<file path="config.mk">
export PLATFORM = sky130hd
export DESIGN_NAME = time_set_ctrl
export DESIGN_NICKNAME = d
export VERILOG_FILES = /design/src/rtl/time_set_ctrl.sv
export SDC_FILE = /design/constraint.sdc
export NUM_CORES = 1
export LEC_CHECK = 0
export BUFFER_PORTS_ARGS = -buffer_cell sky130_fd_sc_hd__clkbuf_2
export CAP_MARGIN = 30
export CORE_ASPECT_RATIO = 1.5
export CORE_MARGIN = 4
export CORE_UTILIZATION = 62
export CTS_CLUSTER_DIAMETER = 150
export DETAILED_ROUTE_END_ITERATION = 10
export GPL_ROUTABILITY_DRIVEN = 0
export GPL_TIMING_DRIVEN = 0
export MAX_ROUTING_LAYER = met4
export PLACE_DENSITY = 0.8
export SLEW_MARGIN = 20
export SYNTH_ARGS = -nofsm -noshare
export SYNTH_HDL_FRONTEND = slang
export SYNTH_HIERARCHICAL = 1
export SYNTH_SLANG_ARGS = --single-unit
</file>
<file path="constraint.sdc">
create_clock -name clk -period 2.5 [get_ports clk]
set_clock_uncertainty 0.2 [all_clocks]
set_input_delay 0.375 -clock clk [delete_from_list [all_inputs] [get_ports clk]]
set_output_delay 0.375 -clock clk [all_outputs]
set_load 0.05 [all_outputs]
</file>
<file path="src/rtl/time_set_ctrl.sv">
// ---------------------------------------------------------------------------
// time_set_ctrl -- control unit for an HH:MM:SS clock with a button-driven
// time-setting mode.
//
// A prescaler divides clk down to an internal one-second tick. Two raw
// buttons (mode, increment) are synchronised, debounced and edge-detected.
// A four-state controller then issues one-cycle count-enable / clear strobes
// to an external seconds/minutes/hours datapath and drives a blink phase for
// the field being set.
//
// Ports
//   clk       in   system clock, all state on the rising edge
//   reset     in   asynchronous active-low reset
//   en        in   run enable (only meaningful in RUN)
//   mode_btn  in   raw mode button, active-high, asynchronous
//   inc_btn   in   raw increment button, active-high, asynchronous
//   sec_tc    in   datapath flag: seconds counter at 59
//   min_tc    in   datapath flag: minutes counter at 59
//   sec_ce    out  seconds count-enable strobe
//   min_ce    out  minutes count-enable strobe
//   hour_ce   out  hours count-enable strobe
//   sec_clr   out  seconds synchronous-clear strobe
//   mode      out  00 RUN, 01 SET_HOUR, 10 SET_MIN, 11 SET_SEC
//   blink     out  blink phase for the field being set
// ---------------------------------------------------------------------------

// Button conditioner: 2-flop synchroniser, stability debouncer and a
// single-cycle pulse on each accepted 0->1 transition.
module time_set_deb #(
    parameter int DEB_CYC = 500000
) (
    input  logic clk,
    input  logic reset,
    input  logic btn,
    output logic pulse
);
    localparam int DW = (DEB_CYC > 1) ? $clog2(DEB_CYC) : 1;
    localparam logic [DW-1:0] DEB_MAX = DW'(DEB_CYC - 1);

    logic [1:0]    sync_r;
    logic          acc_r;
    logic [DW-1:0] cnt_r;
    logic          pulse_r;

    // Synchronise, then count consecutive samples that disagree with the
    // accepted level; a sample agreeing with it restarts the count.
    always_ff @(posedge clk or negedge reset) begin
        if (!reset) begin
            sync_r  <= 2'b00;
            acc_r   <= 1'b0;
            cnt_r   <= {DW{1'b0}};
            pulse_r <= 1'b0;
        end else begin
            sync_r  <= {sync_r[0], btn};
            pulse_r <= 1'b0;
            if (sync_r[1] == acc_r) begin
                cnt_r <= {DW{1'b0}};
            end else if (cnt_r == DEB_MAX) begin
                acc_r   <= sync_r[1];
                cnt_r   <= {DW{1'b0}};
                pulse_r <= sync_r[1];
            end else begin
                cnt_r <= cnt_r + DW'(1);
            end
        end
    end

    assign pulse = pulse_r;
endmodule

module time_set_ctrl #(
    parameter int TICK_DIV = 50000000,
    parameter int DEB_CYC  = 500000
) (
    input  logic       clk,
    input  logic       reset,
    input  logic       en,
    input  logic       mode_btn,
    input  logic       inc_btn,
    input  logic       sec_tc,
    input  logic       min_tc,
    output logic       sec_ce,
    output logic       min_ce,
    output logic       hour_ce,
    output logic       sec_clr,
    output logic [1:0] mode,
    output logic       blink
);
    localparam int PW = $clog2(TICK_DIV);
    localparam logic [PW-1:0] PRE_MAX = PW'(TICK_DIV - 1);

    typedef enum logic [1:0] {
        ST_RUN      = 2'b00,
        ST_SET_HOUR = 2'b01,
        ST_SET_MIN  = 2'b10,
        ST_SET_SEC  = 2'b11
    } state_t;

    state_t        state_r, state_nx_s;
    logic [PW-1:0] pre_r, pre_nx_s;
    logic          blink_r, blink_nx_s;
    logic          sec_ce_r, min_ce_r, hour_ce_r, sec_clr_r;
    logic          sec_ce_nx_s, min_ce_nx_s, hour_ce_nx_s, sec_clr_nx_s;
    logic          mode_p_s, inc_p_s, inc_act_s, adv_s, tick_s;

    time_set_deb #(.DEB_CYC(DEB_CYC)) u_deb_mode (
        .clk(clk), .reset(reset), .btn(mode_btn), .pulse(mode_p_s)
    );
    time_set_deb #(.DEB_CYC(DEB_CYC)) u_deb_inc (
        .clk(clk), .reset(reset), .btn(inc_btn), .pulse(inc_p_s)
    );

    // Prescaler only freezes in RUN with en low; it keeps running while
    // setting so the blink phase stays alive.
    assign adv_s     = !((state_r == ST_RUN) && !en);
    assign tick_s    = adv_s && (pre_r == PRE_MAX);
    // A mode press swallows a simultaneous increment press.
    assign inc_act_s = inc_p_s && !mode_p_s;

    // Next-state logic: mode press walks RUN->HOUR->MIN->SEC->RUN.
    always_comb begin
        state_nx_s = state_r;
        if (mode_p_s) begin
            case (state_r)
                ST_RUN:      state_nx_s = ST_SET_HOUR;
                ST_SET_HOUR: state_nx_s = ST_SET_MIN;
                ST_SET_MIN:  state_nx_s = ST_SET_SEC;
                ST_SET_SEC:  state_nx_s = ST_RUN;
                default:     state_nx_s = ST_RUN;
            endcase
        end else begin
            state_nx_s = state_r;
        end
    end

    // Prescaler, blink and strobe next values.
    always_comb begin
        pre_nx_s     = pre_r;
        blink_nx_s   = blink_r;
        sec_ce_nx_s  = 1'b0;
        min_ce_nx_s  = 1'b0;
        hour_ce_nx_s = 1'b0;
        sec_clr_nx_s = 1'b0;

        // Zeroing the seconds (or leaving SET_SEC) restarts the second so
        // the next tick is a full period away.
        if ((state_r == ST_SET_SEC) && (mode_p_s || inc_p_s)) begin
            pre_nx_s = {PW{1'b0}};
        end else if (adv_s) begin
            pre_nx_s = tick_s ? {PW{1'b0}} : (pre_r + PW'(1));
        end else begin
            pre_nx_s = pre_r;
        end

        if (mode_p_s) begin
            blink_nx_s = (state_nx_s != ST_RUN);
        end else if (state_r == ST_RUN) begin
            blink_nx_s = 1'b0;
        end else if (tick_s) begin
            blink_nx_s = ~blink_r;
        end else begin
            blink_nx_s = blink_r;
        end

        case (state_r)
            ST_RUN: begin
                sec_ce_nx_s  = en && tick_s;
                min_ce_nx_s  = en && tick_s && sec_tc;
                hour_ce_nx_s = en && tick_s && sec_tc && min_tc;
            end
            ST_SET_HOUR: hour_ce_nx_s = inc_act_s;
            ST_SET_MIN:  min_ce_nx_s  = inc_act_s;
            ST_SET_SEC:  sec_clr_nx_s = inc_act_s;
            default: begin
                sec_ce_nx_s  = 1'b0;
                min_ce_nx_s  = 1'b0;
                hour_ce_nx_s = 1'b0;
                sec_clr_nx_s = 1'b0;
            end
        endcase
    end

    // State, prescaler and registered outputs.
    always_ff @(posedge clk or negedge reset) begin
        if (!reset) begin
            state_r   <= ST_RUN;
            pre_r     <= {PW{1'b0}};
            blink_r   <= 1'b0;
            sec_ce_r  <= 1'b0;
            min_ce_r  <= 1'b0;
            hour_ce_r <= 1'b0;
            sec_clr_r <= 1'b0;
        end else begin
            state_r   <= state_nx_s;
            pre_r     <= pre_nx_s;
            blink_r   <= blink_nx_s;
            sec_ce_r  <= sec_ce_nx_s;
            min_ce_r  <= min_ce_nx_s;
            hour_ce_r <= hour_ce_nx_s;
            sec_clr_r <= sec_clr_nx_s;
        end
    end

    assign sec_ce  = sec_ce_r;
    assign min_ce  = min_ce_r;
    assign hour_ce = hour_ce_r;
    assign sec_clr = sec_clr_r;
    assign mode    = state_r;
    assign blink   = blink_r;
endmodule
</file>
* Word-level counts from Yosys, hierarchy flattened
Index checks and enable logic that the tools add are counted.
Cells by class: $add $sub $neg 3, eq/ne operators 9, mux-type cells 20, bitwise operators 3, reduce and logical (&&, ||, !) cells 16
Operators with widths (count):
- 2-to-1 mux 26 bit | 3
- 2-to-1 mux 19 bit | 4
- adder 19 x 1 -> 19 bit, second input constant | 2
- == test 19 bit, second input constant | 2
- adder 26 x 1 -> 26 bit, second input constant | 1
- == test 26 bit, second input constant | 1
- 2-to-1 mux 1 bit | 9
- one-hot mux 2 bit (4 select lines) | 1
- logical AND 1 bit | 7
- == test 2 bit, second input constant | 2
- one-hot mux 1 bit (2 select lines) | 2
- AND reduction 2 bit | 2
- zero test 1 bit | 3
- NOT 1 bit | 3
- nonzero test 3 bit | 1
- == test 1 bit | 2
- == test 2 x 1 -> 1 bit, second input constant | 1
- zero test 2 bit | 1
- 2-to-1 mux 2 bit | 1
- != test 2 x 1 -> 1 bit, second input constant | 1
- nonzero test 2 bit | 1
- logical OR 1 bit | 1
Word-level totals: register bits after elaboration 79, bits of input ports 7, output and inout bits 7

* Depth between registers and ports, before layout
Gate-level depths: netlist (run 1).
depth after elaboration 8, gate-level depth with buffers 7

* Cells and area by module
The synthesis (run 1) kept the hierarchy.
By module, submodules not included:
- time_set_deb | times used 2, cells each 110, area an instance 1118.6 um^2, seq. area each 575.6 um^2
- time_set_ctrl | times used 1, cells each 207, area an instance 1923.1 um^2, seq. area each 825.8 um^2

* Least setup slack after synthesis (run 1)
Ideal clock, no wire load.
path kind reg2reg, start register state_r[0] (netlist: mode[0]), end register pre_r[11], arrival time 2.215 ns, data required time 2.223 ns, path slack 0.007 ns, cell stages (with the launch flop) 8, path buffers 1, clock period less this slack 2.493 ns, path through dfrtp_1 inv_1 ha_1 nor2b_1 a211o_1 clkbuf_1 or3_1 a21oi_1
Between the ends: longest elaborated chain between the ends 7
Ends and longest elaborated chain:
- from (decl) | RTL line 99 | state_t state_r, state_nx_s;
- from (signal assigned) | RTL line 194 | state_r <= state_nx_s;
- zero test 2 bit | RTL line 115 | assign adv_s = !((state_r == ST_RUN) && !en);
- logical AND 1 bit | RTL line 115
- zero test 1 bit | RTL line 115
- logical AND 1 bit | RTL line 116 | assign tick_s = adv_s && (pre_r == PRE_MAX);
- 2-to-1 mux 26 bit | RTL line 150 | pre_nx_s = tick_s ? {PW{1'b0}} : (pre_r + PW'(1));
- 2-to-1 mux 26 bit | RTL line 149 | end else if (adv_s) begin
- 2-to-1 mux 26 bit | RTL line 147 | if ((state_r == ST_SET_SEC) && (mode_p_s || inc_p_s)) begin
- to (signal assigned) | RTL line 187 | pre_r <= {PW{1'b0}};
- to (signal assigned) | RTL line 195 | pre_r <= pre_nx_s;
- to (decl) | RTL line 100 | logic [PW-1:0] pre_r, pre_nx_s;
Several ways; a longest one is shown, not always the timed one. The select of a mux whose other input is x is not followed. A chain may end at the register's enable or synchronous reset.

* Final worst setup path (run 1)
start register pre_r[0], end register blink_r (netlist: blink)
Between the ends: longest elaborated chain between the ends 3
Ends and longest elaborated chain:
- == test 26 bit | RTL line 116
- logical AND 1 bit | RTL line 116
- nonzero test 3 bit (no line)
- to (signal assigned) | RTL line 196 | blink_r <= blink_nx_s;
- to (decl) | RTL line 101 | logic blink_r, blink_nx_s;
No other way between the ends.

==> metrics.txt, run 1 <==
Setup violations, final=0; Critical Path Max Stage Delay=approximately 620 ps; mapped cell area=4160 µm²; Die X=74.9 µm; asr flop ratio synth=100%; worst setup path endpoint=blink$_DFFE_PN0P_; die area=8110 µm²; status=finished, final reports clean; synth top area cells=dfrtp_1, xnor2_1, nor2_1; Via density=slightly above 6; wire per inst=approximately 16 µm; kind of critical path=flop to flop; FP Rows=36; crit-path leading delay family=simple AND/OR/NAND/NOR gates; Fmax achieved=421 MHz; vias in the first global route=3353; initial core utilization=63.7%; clk sinks=79; Req. time, crit path=between 2000 and 3000 ps; CTS Buffer Depth=2; WP depth=5; Cell variety after synth=49; Buf/Inv on CP=0; CTS Buf Count=9; count leader, synth=dfrtp_1; Die Ht=108 µm; reg2reg setup slack=130 ps; first-pass GRT wire length=15000 µm; CP max-delay cell=or4_4; final instance count without filler cells=~540; Final #Nets=472; Top FF cell, synth=dfrtp_1; worst slew pin tran=between 600 and 700 ps; DRT iter0 DRCs=~270; CP cell instances=ha_1 > nand4_1 > or4_4 > or2_2 > o211a_1; PortBufs=13; register area share after synthesis=47.5%; number of synthesized flops with an enable pin=0; Slew headroom=between 50% and 60%; First-pass DRT Iterations=5; max-slew violations=0; clock tree root driver cell=clkbuf_8; Synth top area share=47.5%; maximum VDD drop=~460 µV; crit end category=flop; final hold violation count=0; Critical Path Source Type=flop; DP Wirelength=6060 µm; core area=6530 µm²; worst skew pair latency=350 ps; largest net degree at the start of global routing=51; Syn. warnings=6; Sum Neg Setup Slack=0 ps; syn_area_per_cell=9.74 µm²; I/O pins=14; area grow syn2layout=11.0%; Syn Inst Count=427; Synth area leader=dfrtp_1; TritonCTS clock tree=yes; leakage=roughly 1.8 nW; reg2reg path depth=5; Reg2Reg Launch Point=pre_r[0]$_DFFE_PN0P_; fin util=a little over two thirds; share of layout cells above drive strength 1=13.7%; RSZ-0062 raised after global routing=false; initial antenna violation count=0; FF-to-FF End=blink$_DFFE_PN0P_; Inst Count DP=517; FF+latch count, synth=79; H-tree depth=3; crit path max fanout=6; detailed-route via count=3346; hold crit path type=input port to flop; Synth top cells by count=dfrtp_1, nor2_1, nand2_1; Clock transition at path regs=80 ps; antenna fix cells=0; Post-Syn Nets=~440; total track usage=24.5%; Power per Cell Area=between 500 and 600 nW/µm²; WL final=8660 µm; CP arrival=2420 ps; crit path from=pre_r[0]$_DFFE_PN0P_; Overflow after GRT=0; max_cap viols=0; Routed Antenna Nets=0; Final period util=95.0%; drc violations=0; Tmin final=2370 ps
registers in the layout (all words and copies together) (netlist names), 2 cells and up:
signal / cells
u_deb_mode/sync_r: 2
mode: 2
u_deb_mode/cnt_r: 19
pre_r: 26
u_deb_inc/sync_r: 2
u_deb_inc/cnt_r: 19
stage by stage:
step	setup WS (ps)	power, mW	area, µm²	hold slack [ps]
after floorplan	7.16	1.52	4160	-121
after global placement	92.4	1.58	4320	132
after detailed placement	15.1	1.59	4350	141
after CTS	25.1	2.61	4590	48.8
after global routing	25.7	2.71	4620	63.1
final	125	2.59	4620	57.6
worst min-delay path by stage:
stage | startpoint | end | slack (ps) | cells after the start
finish | sec_tc | min_ce$_DFF_PN0_ | 60 | 2
global route | sec_tc | min_ce$_DFF_PN0_ | 60 | 2
CTS | sec_tc | min_ce$_DFF_PN0_ | 50 | 2
detailed placement | u_deb_mode/sync_r[0]$_DFF_PN0_ | u_deb_mode/sync_r[1]$_DFF_PN0_ | 140 | 0
global placement | u_deb_mode/sync_r[0]$_DFF_PN0_ | u_deb_mode/sync_r[1]$_DFF_PN0_ | 130 | 0
floorplan | reset | blink$_DFFE_PN0P_ | -120 | 0
worst register-to-register path: stages, from the launching register on:
cell	delay [ps]
dfrtp_1	450
ha_1	250
nand4_1	240
or4_4	630
or2_2	290
o211a_1	220
where the power goes:
group	internal (mW)	switching [mW]	total, mW
combinational	0.0732	0.114	0.187
clock	0.555	0.463	1.02
sequential	1.33	0.0588	1.39
metal layers:
| metal | wire (µm) | global-route usage, % |
|---|---|---|
| met5 | 0 | - |
| met1 | 3650 | 29.4 |
| met4 | 179 | 9.29 |
| met3 | 227 | 4.93 |
| met2 | 4600 | 40.1 |
what timing repair did:
action	in CTS	in global routing
pin swaps	0	1
setup endpoints to repair	1	19
endpoints found under the hold margin	31	0
hold buffers	3	0
setup buffers	0	2
gates resized for setup	1	6
cell families (layout without fill, tap and decap cells):
kind of cell    Yosys count  after routing  synth area share (%)
fa+ha+maj                 8              8                  2.41
compound gates           64             64                  10.5
buf+inv                  24             58                  2.41
flops                    79             79                  47.5
simple gates            212            212                  28.7
mux                       2              2                 0.541
xor+xnor                 38             38                  8.00
final cells by class:
type	count	area [µm²]
clock buffers	9	124
well taps	76	95.1
fillers	484	1910
inverters	12	45.0
multi-input cells	324	2090
repair buffers	19	140
clock inverters	6	86.3
plain buffers	12	56.3
flip-flops and latches	79	1980
placed cells by master, fill, tap and decap left out, types with 3 or more instances in the layout:
cell type	n
dfrtp_1	79
nor2_1	46
nand2_1	29
nand4_1	28
xnor2_1	25
a21oi_1	20
nand3_1	19
nor3_1	16
o21ai_0	16
clkbuf_2	15
nor4_1	13
xor2_1	13
inv_1	12
or3_1	11
clkbuf_8	9
and4_1	8
ha_1	8
o31ai_1	7
and2_1	6
nor4b_1	6
or4_1	6
or4_4	5
nor3b_1	3
buf_2	3
a31o_2	3
buf_4	3
clkbuf_1	3
nand4_2	3
and3_1	3
dlygate4sd3_1	3
Note: power is estimated with default switching activity, not from simulation.
==> run 2: changes to the inputs <==
- CORE_ASPECT_RATIO: 1.5 -> not set
- MAX_ROUTING_LAYER: met4 -> not set
==> run 2 against run 1 <==
Total power fell by 1.9%. Sequential share of layout area barely moved. Flip-flop and latch count did not move. Setup slack got worse by 40 ps. Register-to-register slack got worse by 40 ps. Critical path depth did not move. Largest power group unchanged. Highest routed layer unchanged.
==> metrics.txt, run 2 (synthesis results as in run 1) <==
status=finished, final reports clean (unchanged); Largest register FFs=26 (unchanged); Sum Neg Setup Slack=0 ps (unchanged); Biggest register=pre_r (unchanged); core area=6420 µm² (was 6530 µm²); CTS Buf Count=9 (unchanged); Clock transition at path regs=80 ps (about the same); WL final=8570 µm (was 8660 µm); max_cap viols=0 (unchanged); Fmax achieved=414 MHz (was 421 MHz); reg2reg setup slack=80 ps (was 130 ps); DP Wirelength=5720 µm (was 6060 µm); Req. time, crit path=2600 ps (was 2540 ps); Tmin final=2420 ps (was 2370 ps); First-pass DRT Iterations=5 (unchanged); maximum VDD drop=288 µV (was 456 µV); Die Ht=89.9 µm (was 108 µm); hold crit path type=input port to flop (unchanged); CP arrival=2510 ps (was 2420 ps); total track usage=22.1% (was 24.5%); final hold violation count=0 (unchanged); vias in the first global route=3225 (was 3353); I/O pins=14 (unchanged); sink of the worst hold path=min_ce$_DFF_PN0_ (unchanged); reg2reg path depth=5 (unchanged); Power per Cell Area=550 nW/µm² (was 561 nW/µm²); initial antenna violation count=0 (unchanged); PortBufs=13 (unchanged); Reg2Reg Launch Point=pre_r[0]$_DFFE_PN0P_ (unchanged); die area=8080 µm² (was 8110 µm²); Fill cells=482 (was 484); CTS Buffer Depth=2 (unchanged); Final #Nets=475 (was 472); initial core utilization=64.8% (was 63.7%); clock tree root driver cell=clkbuf_8 (unchanged); Setup violations, final=0 (unchanged); Overflow after GRT=0 (unchanged); H-tree depth=3 (unchanged); antenna fix cells=0 (unchanged); kind of critical path=flop to flop (unchanged); Die X=89.9 µm (was 74.9 µm); worst skew pair latency=350 ps (about the same); commonest non-fill, non-tap cell in the layout=dfrtp_1 (unchanged); drc violations=0 (unchanged); pre-CTS setup slack=39.0 ps (was 15.1 ps); Critical Path Source Type=flop (unchanged); TritonCTS clock tree=yes (unchanged); crit path max fanout=6 (unchanged); Slew headroom=58.5% (was 56.3%); Final period util=96.6% (was 95.0%); Largest regs=pre_r: 26 flops, u_deb_inc/cnt_r: 19 flops, u_deb_mode/cnt_r: 19 flops (unchanged); FF-to-FF End=hour_ce$_DFF_PN0_ (was blink$_DFFE_PN0P_); FP Rows=29 (was 36); crit end category=flop (unchanged); area grow syn2layout=11.1% (was 11.0%); wire per inst=15.8 µm (was 16.1 µm); detailed-route via count=3361 (was 3346); share of layout cells above drive strength 1=14.0% (was 13.7%); first-pass GRT wire length=14800 µm (was 15000 µm); worst slew pin tran=618 ps (was 649 ps); Hold Path Origin=sec_tc (unchanged); most frequent cells in the layout=dfrtp_1, nor2_1, nand2_1 (unchanged); Via density=6.20 (was 6.23); RSZ-0062 raised after global routing=false (unchanged); max-slew violations=0 (unchanged); Routed Antenna Nets=0 (unchanged); DRT iter0 DRCs=213 (was 267); leakage=1.82 nW (about the same); clk sinks=79 (unchanged); Final Worst Setup Slack=84.9 ps (was 125 ps); largest net degree at the start of global routing=45 (was 51); hold-critical path depth=2 (unchanged)
[run 2: how the worst max path moves through the flow]
stage / cells after the start / slack [ps] / end / from
after floorplan: 7 / 7 / pre_r[11]$_DFFE_PN0P_ / mode[0]$_DFF_PN0_
after global placement: 6 / 90 / pre_r[5]$_DFFE_PN0P_ / pre_r[0]$_DFFE_PN0P_
after detailed placement: 7 / 40 / pre_r[11]$_DFFE_PN0P_ / mode[0]$_DFF_PN0_
final: 5 / 80 / hour_ce$_DFF_PN0_ / pre_r[0]$_DFFE_PN0P_
after CTS: 6 / 5 / pre_r[6]$_DFFE_PN0P_ / pre_r[0]$_DFFE_PN0P_
after global routing: 5 / 3 / hour_ce$_DFF_PN0_ / pre_r[0]$_DFFE_PN0P_
[run 2: repair_timing]
item / CTS / global route
buffers inserted: 0 / 5
endpoints found under the hold margin: 37 / 0
hold buffers: 3 / 0
endpoints found under the setup margin: 0 / 27
gates resized for setup: 0 / 6
[run 2: worst max-delay path, cell delays in order (launching register included)]
cell and delay (ps):
dfrtp_1 450, ha_1 250, nand4_1 250, or4_4 660, nor3_1 340, a31o_2 210
[run 2: stage by stage]
stage	cells	hold WS (ps)	cell area (µm²)	total power, mW	util, %
final	542	54.3	4620	2.54	71.9
after global placement	517	133	4320	1.58	67.3
after detailed placement	518	142	4340	1.59	67.6
after floorplan	427	-121	4160	1.52	-
after CTS	537	45.4	4570	2.55	71.2
after global routing	542	51.0	4620	2.67	71.9
[run 2: power breakdown]
group	internal [mW]	leakage (nW)	switching (mW)
combinational	0.0750	0.650	0.118
sequential	1.33	1.07	0.0612
clock	0.487	0.0916	0.473
[run 2: cell type report]
class	instances	area, µm²	share of cell area, %
flip-flops and latches	79	1980	42.8
plain buffers	12	56.3	1.22
clock inverters	5	57.6	1.25
repair buffers	22	155	3.36
inverters	12	45.0	0.975
well taps	77	96.3	2.09
clock buffers	11	141	3.06
multi-input cells	324	2090	45.3
[run 2: metal layers]
metal | vias up | share of wire [%] | global-route usage, % | wire (µm)
met1 | 1617 | 47 | 30.5 | 3990
met5 | - | 0 | 0 | 0
li1 | 1633 | - | - | -
met3 | 22 | 3.9 | 3.51 | 338
met2 | 89 | 47 | 34.1 | 4040
met4 | 0 | 2.3 | 11.0 | 193
==> run 3: changes to the inputs <==
- CORE_UTILIZATION: 62 -> 65
- PLACE_DENSITY: 0.8 -> 0.83
- clock period: 2.5 -> 2.8 ns (I/O delays scaled with it)
==> run 3 against run 2 <==
Non-clock buffer count is 5 lower. Cell count is 1.3% lower. Critical endpoint is now pre_r[9]$_DFFE_PN0P_. Maximum frequency is 4.7% lower. Clock power is 11% lower. Routed wire length stayed put. Highest routed layer unchanged. Register-to-register slack better by 180 ps. Via count is 1.4% higher. Die area is 4.2% lower. Worst hold slack better by 52 ps. First-iteration DRC count is 9.4% higher.
==> metrics.txt, run 3 (synthesis results as in run 1) <==
status=finished, final reports clean (unchanged); Slew headroom=55.6% (was 58.5%); area grow syn2layout=10.0% (was 11.1%); Routed Antenna Nets=0 (unchanged); max-slew violations=0 (unchanged); Reg power frac=54.8% (was 54.6%); CTS Buf Count=9 (unchanged); final instance count without filler cells=535 (was 542); Pint=1.69 mW (was 1.89 mW); met3 GRT Util=3.76% (was 3.51%); Final Cell Area=4580 µm² (was 4620 µm²); Final period util=90.5% (was 96.6%); leakage=1.80 nW (was 1.82 nW); reg2reg setup slack=270 ps (was 80 ps); Tmin final=2530 ps (was 2420 ps); RSZ-0062 raised after global routing=false (unchanged); Hold Path Origin=sec_tc (unchanged); Critical Path Source Type=flop (unchanged); Sum Neg Setup Slack=0 ps (unchanged); CTS Buffer Depth=2 (unchanged); postcts setup bufs=0 (unchanged); wire per inst=16.0 µm (was 15.8 µm); antenna fix cells=0 (unchanged); Final #Nets=470 (was 475); Via density=6.37 (was 6.20); H-tree depth=3 (unchanged); Placed Area=4350 µm² (was 4340 µm²); GRT busiest layer=met2 (unchanged); Final Total Pwr=2.26 mW (was 2.54 mW); Setup violations, final=0 (unchanged); TritonCTS clock tree=yes (unchanged); final hold violation count=0 (unchanged); Clock transition at path regs=80 ps (about the same); Req. time, crit path=2870 ps (was 2600 ps); DRT iter0 DRCs=233 (was 213); First-pass DRT Iterations=5 (unchanged); maximum VDD drop=396 µV (was 288 µV); hold buffers post-CTS=3 (unchanged); most frequent cells in the layout=dfrtp_1, nor2_1, nand2_1 (unchanged); Die X=88 µm (was 89.9 µm); WL final=8570 µm (unchanged); worst slew pin tran=661 ps (was 618 ps); max_cap viols=0 (unchanged); crit end category=flop (unchanged); Largest regs=pre_r: 26 flops, u_deb_inc/cnt_r: 19 flops, u_deb_mode/cnt_r: 19 flops (unchanged); kind of critical path=flop to flop (unchanged); total track usage=24.5% (was 22.1%); Die Ht=88 µm (was 89.9 µm); Fmax achieved=395 MHz (was 414 MHz); NetSw=577 µW (was 652 µW); core area=6060 µm² (was 6420 µm²); commonest non-fill, non-tap cell in the layout=dfrtp_1 (unchanged); I/O pins=14 (unchanged); GR met2 Demand/Resource=40.6% (was 34.1%); crit path max fanout=10 (was 6); Overflow after GRT=0 (unchanged); hold-critical path depth=2 (unchanged); Global Route met1 Usage=31.7% (was 30.5%); Power per Cell Area=495 nW/µm² (was 550 nW/µm²); drc violations=0 (unchanged); Inst Count DP=516 (was 518); Reg2Reg Launch Point=mode[1]$_DFF_PN0_ (was pre_r[0]$_DFFE_PN0P_); PortBufs=13 (unchanged); FF-to-FF End=pre_r[9]$_DFFE_PN0P_ (was hour_ce$_DFF_PN0_); clk sinks=79 (unchanged); initial core utilization=68.6% (was 64.8%); DP Wirelength=5910 µm (was 5720 µm); FP Rows=28 (was 29); Largest register FFs=26 (unchanged); die area=7740 µm² (was 8080 µm²); sink of the worst hold path=min_ce$_DFF_PN0_ (unchanged); worst skew pair latency=350 ps (about the same); post-CTS sizing=0 (unchanged); clock tree root driver cell=clkbuf_8 (unchanged); Logic pwr share=7.4% (was 7.6%); share of layout cells above drive strength 1=12.2% (was 14.0%); Net Sw Frac=25.5% (was 25.6%); power share of the clock group=37.9% (was 37.8%); vias in the first global route=3315 (was 3225); Fill cells=420 (was 482); Biggest register=pre_r (unchanged); CP arrival=2610 ps (was 2510 ps); reg2reg path depth=7 (was 5); initial antenna violation count=0 (unchanged); first-pass GRT wire length=14900 µm (was 14800 µm); hold crit path type=input port to flop (unchanged); detailed-route via count=3408 (was 3361); largest net degree at the start of global routing=51 (was 45)
## run 3: how the worst max path moves through the flow
stage | startpoint | endpoint | slack (ps)
6_report | mode[1]$_DFF_PN0_ | pre_r[9]$_DFFE_PN0P_ | 270
5_1_grt | mode[1]$_DFF_PN0_ | pre_r[9]$_DFFE_PN0P_ | 40
4_1_cts | mode[1]$_DFF_PN0_ | pre_r[9]$_DFFE_PN0P_ | 280
3_5_place_dp | pre_r[0]$_DFFE_PN0P_ | pre_r[4]$_DFFE_PN0P_ | 350
3_3_place_gp | reset | u_deb_mode/cnt_r[8]$_DFF_PN0_ | 400
2_1_floorplan | mode[0]$_DFF_PN0_ | pre_r[11]$_DFFE_PN0P_ | 310
## run 3: power by group through the flow
stage	clock, mW	combinational (mW)	sequential (mW)
2_1_floorplan	0	0.106	1.25
3_3_place_gp	0	0.151	1.26
3_5_place_dp	0	0.162	1.26
4_1_cts	0.868	0.168	1.24
5_1_grt	0.923	0.188	1.25
6_report	0.857	0.167	1.24
## run 3: cell type report
type                    instances  area [µm²]  share of cell area (%)
multi-input cells             324        2080                    45.5
inverters                      12        45.0                   0.984
clock inverters                 5        56.3                    1.23
plain buffers                  12        55.1                    1.20
repair buffers                 17         125                    2.73
well taps                      75        93.8                    2.05
clock buffers                  11         141                    3.09
flip-flops and latches         79        1980                    43.2
## run 3: metal layers
layer	wire length, µm	vias up
li1	-	1625
met4	140	0
met2	4260	110
met1	3720	1661
met3	452	12
met5	0	-
## run 3: metrics by stage
step | utilization (%) | worst slack (ps) | hold WS [ps]
after floorplan | - | 307 | -75.6
after global placement | 71.3 | 398 | 133
after detailed placement | 71.8 | 349 | 139
after CTS | 75.5 | 278 | 98.1
after global routing | 75.5 | 42.9 | 110
final | 75.5 | 267 | 107
## run 3: critical path, stage by stage, from the launching register on
cell	delay, ps
dfrtp_1	420
inv_1	140
ha_1	230
nor2b_1	420
a211o_1	320
clkbuf_1	360
o21ai_0	200
a21oi_1	180
